==> src/rtl/counting_gen.sv <==
// Symbol-stream source for the 1,2,3 sequence detector: emits `count` patterns
// of 1,2,3 separated by `gap` idle zeros, over a ready/valid handshake.
module counting_gen #(
  parameter int CNT_W = 4
) (
  input  logic             clk,
  input  logic             rst_n,
  input  logic             start,
  input  logic [CNT_W-1:0] count,
  input  logic [1:0]       gap,
  input  logic             ready,
  output logic [1:0]       num,
  output logic             valid,
  output logic             busy,
  output logic             done
);

  typedef enum logic [2:0] {
    IDLE = 3'd0,
    SYM1 = 3'd1,
    SYM2 = 3'd2,
    SYM3 = 3'd3,
    GAP  = 3'd4
  } state_t;

  state_t           state;
  logic [CNT_W-1:0] remain;
  logic [1:0]       gap_q;
  logic [1:0]       gap_cnt;
  logic             xfer;

  assign xfer = valid && ready;

  // All outputs are registered and set together with the next state, so the
  // symbol on `num` always matches the state that is holding it.
  always_ff @(posedge clk) begin
    if (!rst_n) begin
      state   <= IDLE;
      remain  <= '0;
      gap_q   <= '0;
      gap_cnt <= '0;
      num     <= 2'd0;
      valid   <= 1'b0;
      busy    <= 1'b0;
      done    <= 1'b0;
    end else begin
      done <= 1'b0;
      case (state)
        IDLE: begin
          if (start) begin
            if (count != '0) begin
              remain <= count;
              gap_q  <= gap;
              state  <= SYM1;
              num    <= 2'd1;
              valid  <= 1'b1;
              busy   <= 1'b1;
            end else begin
              done <= 1'b1;
            end
          end
        end
        SYM1: begin
          if (xfer) begin
            state <= SYM2;
            num   <= 2'd2;
          end
        end
        SYM2: begin
          if (xfer) begin
            state <= SYM3;
            num   <= 2'd3;
          end
        end
        SYM3: begin
          if (xfer) begin
            remain <= remain - 1'b1;
            if (remain == CNT_W'(1)) begin
              state <= IDLE;
              num   <= 2'd0;
              valid <= 1'b0;
              busy  <= 1'b0;
              done  <= 1'b1;
            end else if (gap_q == 2'd0) begin
              state <= SYM1;
              num   <= 2'd1;
            end else begin
              gap_cnt <= gap_q;
              state   <= GAP;
              num     <= 2'd0;
            end
          end
        end
        GAP: begin
          if (xfer) begin
            gap_cnt <= gap_cnt - 1'b1;
            if (gap_cnt == 2'd1) begin
              state <= SYM1;
              num   <= 2'd1;
            end
          end
        end
        default: begin
          state <= IDLE;
          num   <= 2'd0;
          valid <= 1'b0;
          busy  <= 1'b0;
        end
      endcase
    end
  end

endmodule

==> config.mk <==
export PLATFORM = sky130hd
export DESIGN_NAME = counting_gen
export DESIGN_NICKNAME = d
export VERILOG_FILES = /design/src/rtl/counting_gen.sv
export SDC_FILE = /design/constraint.sdc
export NUM_CORES = 1
export LEC_CHECK = 0
export ABC_AREA = 1
export ABC_CLOCK_PERIOD_IN_PS = 1550
export BUFFER_PORTS_ARGS = -buffer_cell sky130_fd_sc_hd__buf_2
export CORE_MARGIN = 4
export CORE_UTILIZATION = 45
export DETAILED_ROUTE_END_ITERATION = 8
export PLACE_DENSITY = 0.66
export REMOVE_ABC_BUFFERS = 1
export SLEW_MARGIN = 20
export SYNTH_ARGS = -nofsm -noshare
export SYNTH_HDL_FRONTEND = slang
export SYNTH_SLANG_ARGS = --single-unit
==> constraint.sdc <==
create_clock -name clk -period 1.55 [get_ports clk]
set_input_delay 0.3875 -clock clk [delete_from_list [all_inputs] [get_ports clk]]
set_output_delay 0.3875 -clock clk [all_outputs]
set_load 0.03 [all_outputs]
# Word level (Yosys, flattened, before mapping)
# Cells that the tools add are included.
# totals
input_bits,10
word_cells,77
register_bits,15
out_inout_bits,5
# classes
eq_ne,16
mux,39
add_sub_neg,2
n_bitwise,1
reduce_logical,12
# ops
cell,count
3-bit 2-to-1 mux,9
2-bit 2-to-1 mux,11
"2-bit != test, second input constant",10
3-bit case mux with 5 select lines,1
4-bit 2-to-1 mux,3
1-bit 2-to-1 mux,10
2-bit case mux with 5 select lines,1
5-bit AND reduction,2
4-bit case mux with 2 select lines,1
7-bit AND reduction,1
"3-bit by 2-bit equality test with 1-bit output, second input constant",2
"4-bit by 1-bit equality test with 1-bit output, second input constant",1
2-bit case mux with 2 select lines,1
4-bit AND reduction,1
2-bit nonzero test,2
4-bit nonzero test,1
"4-bit by 1-bit subtractor with 4-bit output, second input constant",1
"3-bit by 1-bit equality test with 1-bit output, second input constant",1
"3-bit equality test, second input constant",1
3-bit logical NOT,1
1-bit case mux with 3 select lines,1
3-bit AND reduction,1
3-bit OR reduction,1
"2-bit by 1-bit equality test with 1-bit output, second input constant",1
5 further kinds,5

# Logic depth before layout (Yosys ltp)
# depth
ltp_word,5
mapped_depth,10
ltp_nobuf,10

# Worst setup path before layout
# Ideal clock, no wire load.
# synth_timing
kind,register -> register
from,register busy (netlist name)
to,register state[2]
n_path_buf,0
arrival_ps,1282
setup_ps,64
synth_period_minus_slack_ps,1346
setup_slack_ps,204
stages_incl_launch_ff,9
path_cell_list,dfxtp_1 > nand2_1 > nor2_1 > nor2_1 > nor2_2 > nand3_2 > nand2_1 > clkinv_1 > nor2_1
# synth_rtl
element,line_no,source
end signal: assignment,38,state <= IDLE;
end signal: assignment,54,state <= SYM1;
end signal: assignment,65,state <= SYM2;
end: declaration,26,state_t state;

==> metrics.log <==
INFO  metric timing.hold.worst.class = primary input to register
INFO  metric postRouteWirelength = between 1.5 and 2 mm
INFO  metric cts_num_sinks = 13
INFO  metric period_minus_slack = about 1.4 ns
INFO  metric synth-compound-area-share = 8.974%
INFO  metric finalWeightedCongestion = 0.8010
INFO  metric grt_usage = 16.21%
INFO  metric post_placement_cell_count = 178
INFO  metric swShare = 49.73%
INFO  metric crit_arrival = 1.63 ns
INFO  metric finalNonFillerCells = roughly 180
INFO  metric outcome = finished clean
INFO  metric synth.distinct_cells = 24
INFO  metric postCtsSetupRepairBufs = 0
INFO  metric crit_chain = nor2_4, nand3_1, a21oi_2, nand2_1, a21oi_1
INFO  metric ys_seq_elements = 13
INFO  metric synth_largest_type_area_fraction = 29.63%
INFO  metric io_count = 15
INFO  metric power.density = 1826 nW/µm²
INFO  metric maxCapViolations = 0
INFO  metric post_synth.cell_area_avg = slightly above 6 µm²
INFO  metric data_required_critical_path = ~1.8 ns
INFO  metric port-buffer-count = 14
INFO  metric detail_route.drc_violations = 0
INFO  metric setup_violations = 0
INFO  metric post_dp_cell_area = 955.9 µm²
INFO  metric yosys-mux-area-fraction = 0%
INFO  metric final_period_utilization = 91.04%
INFO  metric critPathSlowestCell = sky130_fd_sc_hd__dfxtp_1
INFO  metric cts_tree = yes
INFO  metric fin_util = 55.16%
INFO  metric worstSetupEndpointType = register
INFO  metric clock_power_share = between 10% and 20%
INFO  metric critPathLaunchType = register
INFO  metric ant_nets = 0
INFO  metric die_area = roughly 2700 µm²
INFO  metric postLayoutSetupSlackWorst = ~0.14 ns
INFO  metric drive_gt1_share = 19.75%
INFO  metric cts_root_buf = sky130_fd_sc_hd__clkbuf_4
INFO  metric floorplan.initialDensity = approximately 50%
INFO  metric slew-limit-headroom = about four fifths
INFO  metric crit_type = register to register
INFO  metric post_cts.resized_instances = 0
INFO  metric placement_rows = 15
INFO  metric grt_start_max_net_pins = 12
INFO  metric area_growth_syn_to_layout = 11.97%
INFO  metric die_x = around 52 µm
INFO  metric netlist_area = 878.3 µm²
INFO  metric post-route-cell-area = 983.4 µm²
INFO  metric slew_viol_final = 0
INFO  metric vdd_drop_max = 783.2 µV
INFO  metric dp_hpwl = 1.460 mm
INFO  metric cts_buffer_depth = 2
INFO  metric core_area = 1783 µm²
INFO  metric floorplan.die.height = ~52 µm
INFO  metric sequentialPowerShare = a little under a third
INFO  metric comb_power_share = 56.3%
INFO  metric netlist_instances = around 140
INFO  metric simple_gate_portion_of_the_synthesized_area = 46.30%
INFO  metric grt.overflow.total = 0
INFO  metric vias = 870
INFO  metric synthDominantAreaCellType = sky130_fd_sc_hd__dfxtp_1
INFO  metric portion_of_the_post_synthesis_area_used_by_sequential_elements = just under 30%
INFO  metric first_global_vias = 754
INFO  metric p_switching = 893.1 µW
INFO  metric clk_transition_reported_paths = about 0.080 ns
INFO  metric cts_buffers = 3
INFO  metric synth_adder_area_share = under 10%
INFO  metric dr.first_iter.drc_count = 7
INFO  metric detail_route.first_pass.iterations = 5
INFO  metric filler_cell_count = 181
INFO  metric first_pass_grt_wire_length = 3.194 mm
INFO  metric cts.htree.levels = 1
INFO  metric report.final.hold_viol_count = 0
INFO  metric timing.hold.ws = 0.3297 ns
INFO  metric finish.net_count = 171
INFO  metric fmaxAchievable = 708.7 MHz
INFO  metric combinational_family_with_the_most_area_after_synthesis = simple AND/OR/NAND/NOR gates
INFO  metric routed_wire_length_per_instance = 10.13 µm
INFO  metric tightest_slew = 0.2826 ns
INFO  metric yosysWarnings = 0
INFO  metric pre_cts_setup_slack = 0.1667 ns
INFO  metric largest_clock_skew_in_the_final_design = 0.004315 ns
INFO  metric internal_power = 902.8 µW
INFO  metric drt-vias-per-instance = 4.780
INFO  metric antenna_cells = 0
INFO  metric worst_skew_pair.late_latency = 0.28 ns
INFO  metric synth-xor-area-share = 0.9972%
INFO  metric leakage = between 0.4 and 0.5 nW
INFO  metric cp_max_fo = 8
INFO  metric antenna_violations_before_repair = 0
INFO  metric rsz_0062_raised_after_global_routing = true
INFO  metric number_of_buffers_added_to_fix_hold_violations_after_cts = 0
INFO  metric synth_top_cells_by_area = sky130_fd_sc_hd__dfxtp_1 (30%), sky130_fd_sc_hd__nand2_1 (16%), sky130_fd_sc_hd__nor2_1 (14%)
INFO  metric worst_path_largest_cell_delay = 0.39 ns
==> area by class of cell <==
class | count | area (µm²) | area share, %
Multi-Input combinational cell | 111 | 531.8 | 54.07
Sequential cell | 13 | 261.5 | 26.59
Timing Repair Buffer | 15 | 77.57 | 7.888
Inverter | 14 | 55.05 | 5.598
Tap cell | 25 | 31.28 | 3.181
Clock buffer | 4 | 26.28 | 2.672
==> final timing paths <==
path / from / to / cells past startpoint / slack, ns
setup / recovery: num[0]$_SDFFE_PN0P_ / remain[2]$_SDFFE_PN0P_ / 5 / 0.14
hold / removal: gap[1] / gap_q[1]$_SDFFE_PN0P_ / 3 / 0.33
setup reg to reg: num[0]$_SDFFE_PN0P_ / remain[2]$_SDFFE_PN0P_ / 5 / 0.14
hold reg to reg: remain[3]$_SDFFE_PN0P_ / remain[3]$_SDFFE_PN0P_ / 2 / 0.51
==> cells by family (layout without fill, tap and decap cells) <==
| family | Yosys count | in the layout |
|---|---|---|
| AO/OA/AOI/OAI | 15 | 15 |
| flip-flops | 13 | 13 |
| adder cells (fa/ha/maj) | 3 | 3 |
| XOR/XNOR | 1 | 1 |
| AND/OR/NAND/NOR | 92 | 92 |
| buffers and inverters | 19 | 33 |
==> critical path, delay by kind of cell, from the launching register on <==
kind | cells | cell delay (ns)
flip-flops | 1 | 0.39
AO/OA/AOI/OAI | 2 | 0.42
AND/OR/NAND/NOR | 3 | 0.54
==> through the flow <==
step,total power [mW],TNS (ns)
2_1_floorplan,1.367,-0.07906
3_3_place_gp,1.573,0
3_5_place_dp,1.584,0
4_1_cts,1.811,0
5_1_grt,1.981,-0.002348
6_report,1.796,0
==> layer usage <==
metal  routed length, µm  global-route usage (%)
met1                 930                   20.80
met2                 792                   24.48
met3                  72                   3.419
met4                  48                   10.21
met5                   0                       0
==> power groups by stage <==
stage / Clock, mW / Combinational (mW) / Sequential [mW]
after floorplan: 0 / 0.738 / 0.629
after global placement: 0 / 1.00 / 0.570
after global routing: 0.237 / 1.15 / 0.590
final: 0.215 / 1.01 / 0.570
after CTS: 0.228 / 1.01 / 0.569
after detailed placement: 0 / 1.01 / 0.577
==> sequential cells by signal, indices dropped and copies added, names as in the netlist <==
signal   count
busy         1
done         1
gap_cnt      2
gap_q        2
num          1
remain       4
state        2
==> layout by cell type, fill, tap and decap left out <==
cell | Yosys | final
sky130_fd_sc_hd__a21oi_1 | 5 | 5
sky130_fd_sc_hd__a21oi_2 | 1 | 1
sky130_fd_sc_hd__buf_2 | 1 | 14
sky130_fd_sc_hd__buf_4 | 3 | 1
sky130_fd_sc_hd__clkbuf_1 | 1 | 1
sky130_fd_sc_hd__clkbuf_4 | 0 | 3
sky130_fd_sc_hd__clkinv_1 | 1 | 1
sky130_fd_sc_hd__dfxtp_1 | 13 | 12
sky130_fd_sc_hd__dfxtp_2 | 0 | 1
sky130_fd_sc_hd__ha_1 | 3 | 3
sky130_fd_sc_hd__inv_1 | 11 | 11
sky130_fd_sc_hd__inv_2 | 1 | 1
sky130_fd_sc_hd__inv_4 | 1 | 1
sky130_fd_sc_hd__nand2_1 | 38 | 38
sky130_fd_sc_hd__nand2_2 | 2 | 2
sky130_fd_sc_hd__nand2_4 | 2 | 2
sky130_fd_sc_hd__nand3_1 | 9 | 9
sky130_fd_sc_hd__nand3_2 | 2 | 2
sky130_fd_sc_hd__nand4_1 | 1 | 1
sky130_fd_sc_hd__nor2_1 | 33 | 33
sky130_fd_sc_hd__nor2_2 | 2 | 2
sky130_fd_sc_hd__nor2_4 | 1 | 1
sky130_fd_sc_hd__nor3_1 | 2 | 2
sky130_fd_sc_hd__o21ai_0 | 7 | 6
sky130_fd_sc_hd__o21ai_1 | 2 | 3
sky130_fd_sc_hd__xnor2_1 | 1 | 1
==> cell usage after synthesis (all sizes together) <==
master / number
a21oi: 6
inv: 13
clkbuf: 1
nand2: 42
ha: 3
nand4: 1
buf: 4
nor3: 2
o21ai: 9
clkinv: 1
dfxtp: 13
xnor2: 1
nand3: 11
nor2: 36
Power figures use the tool's default switching activity.
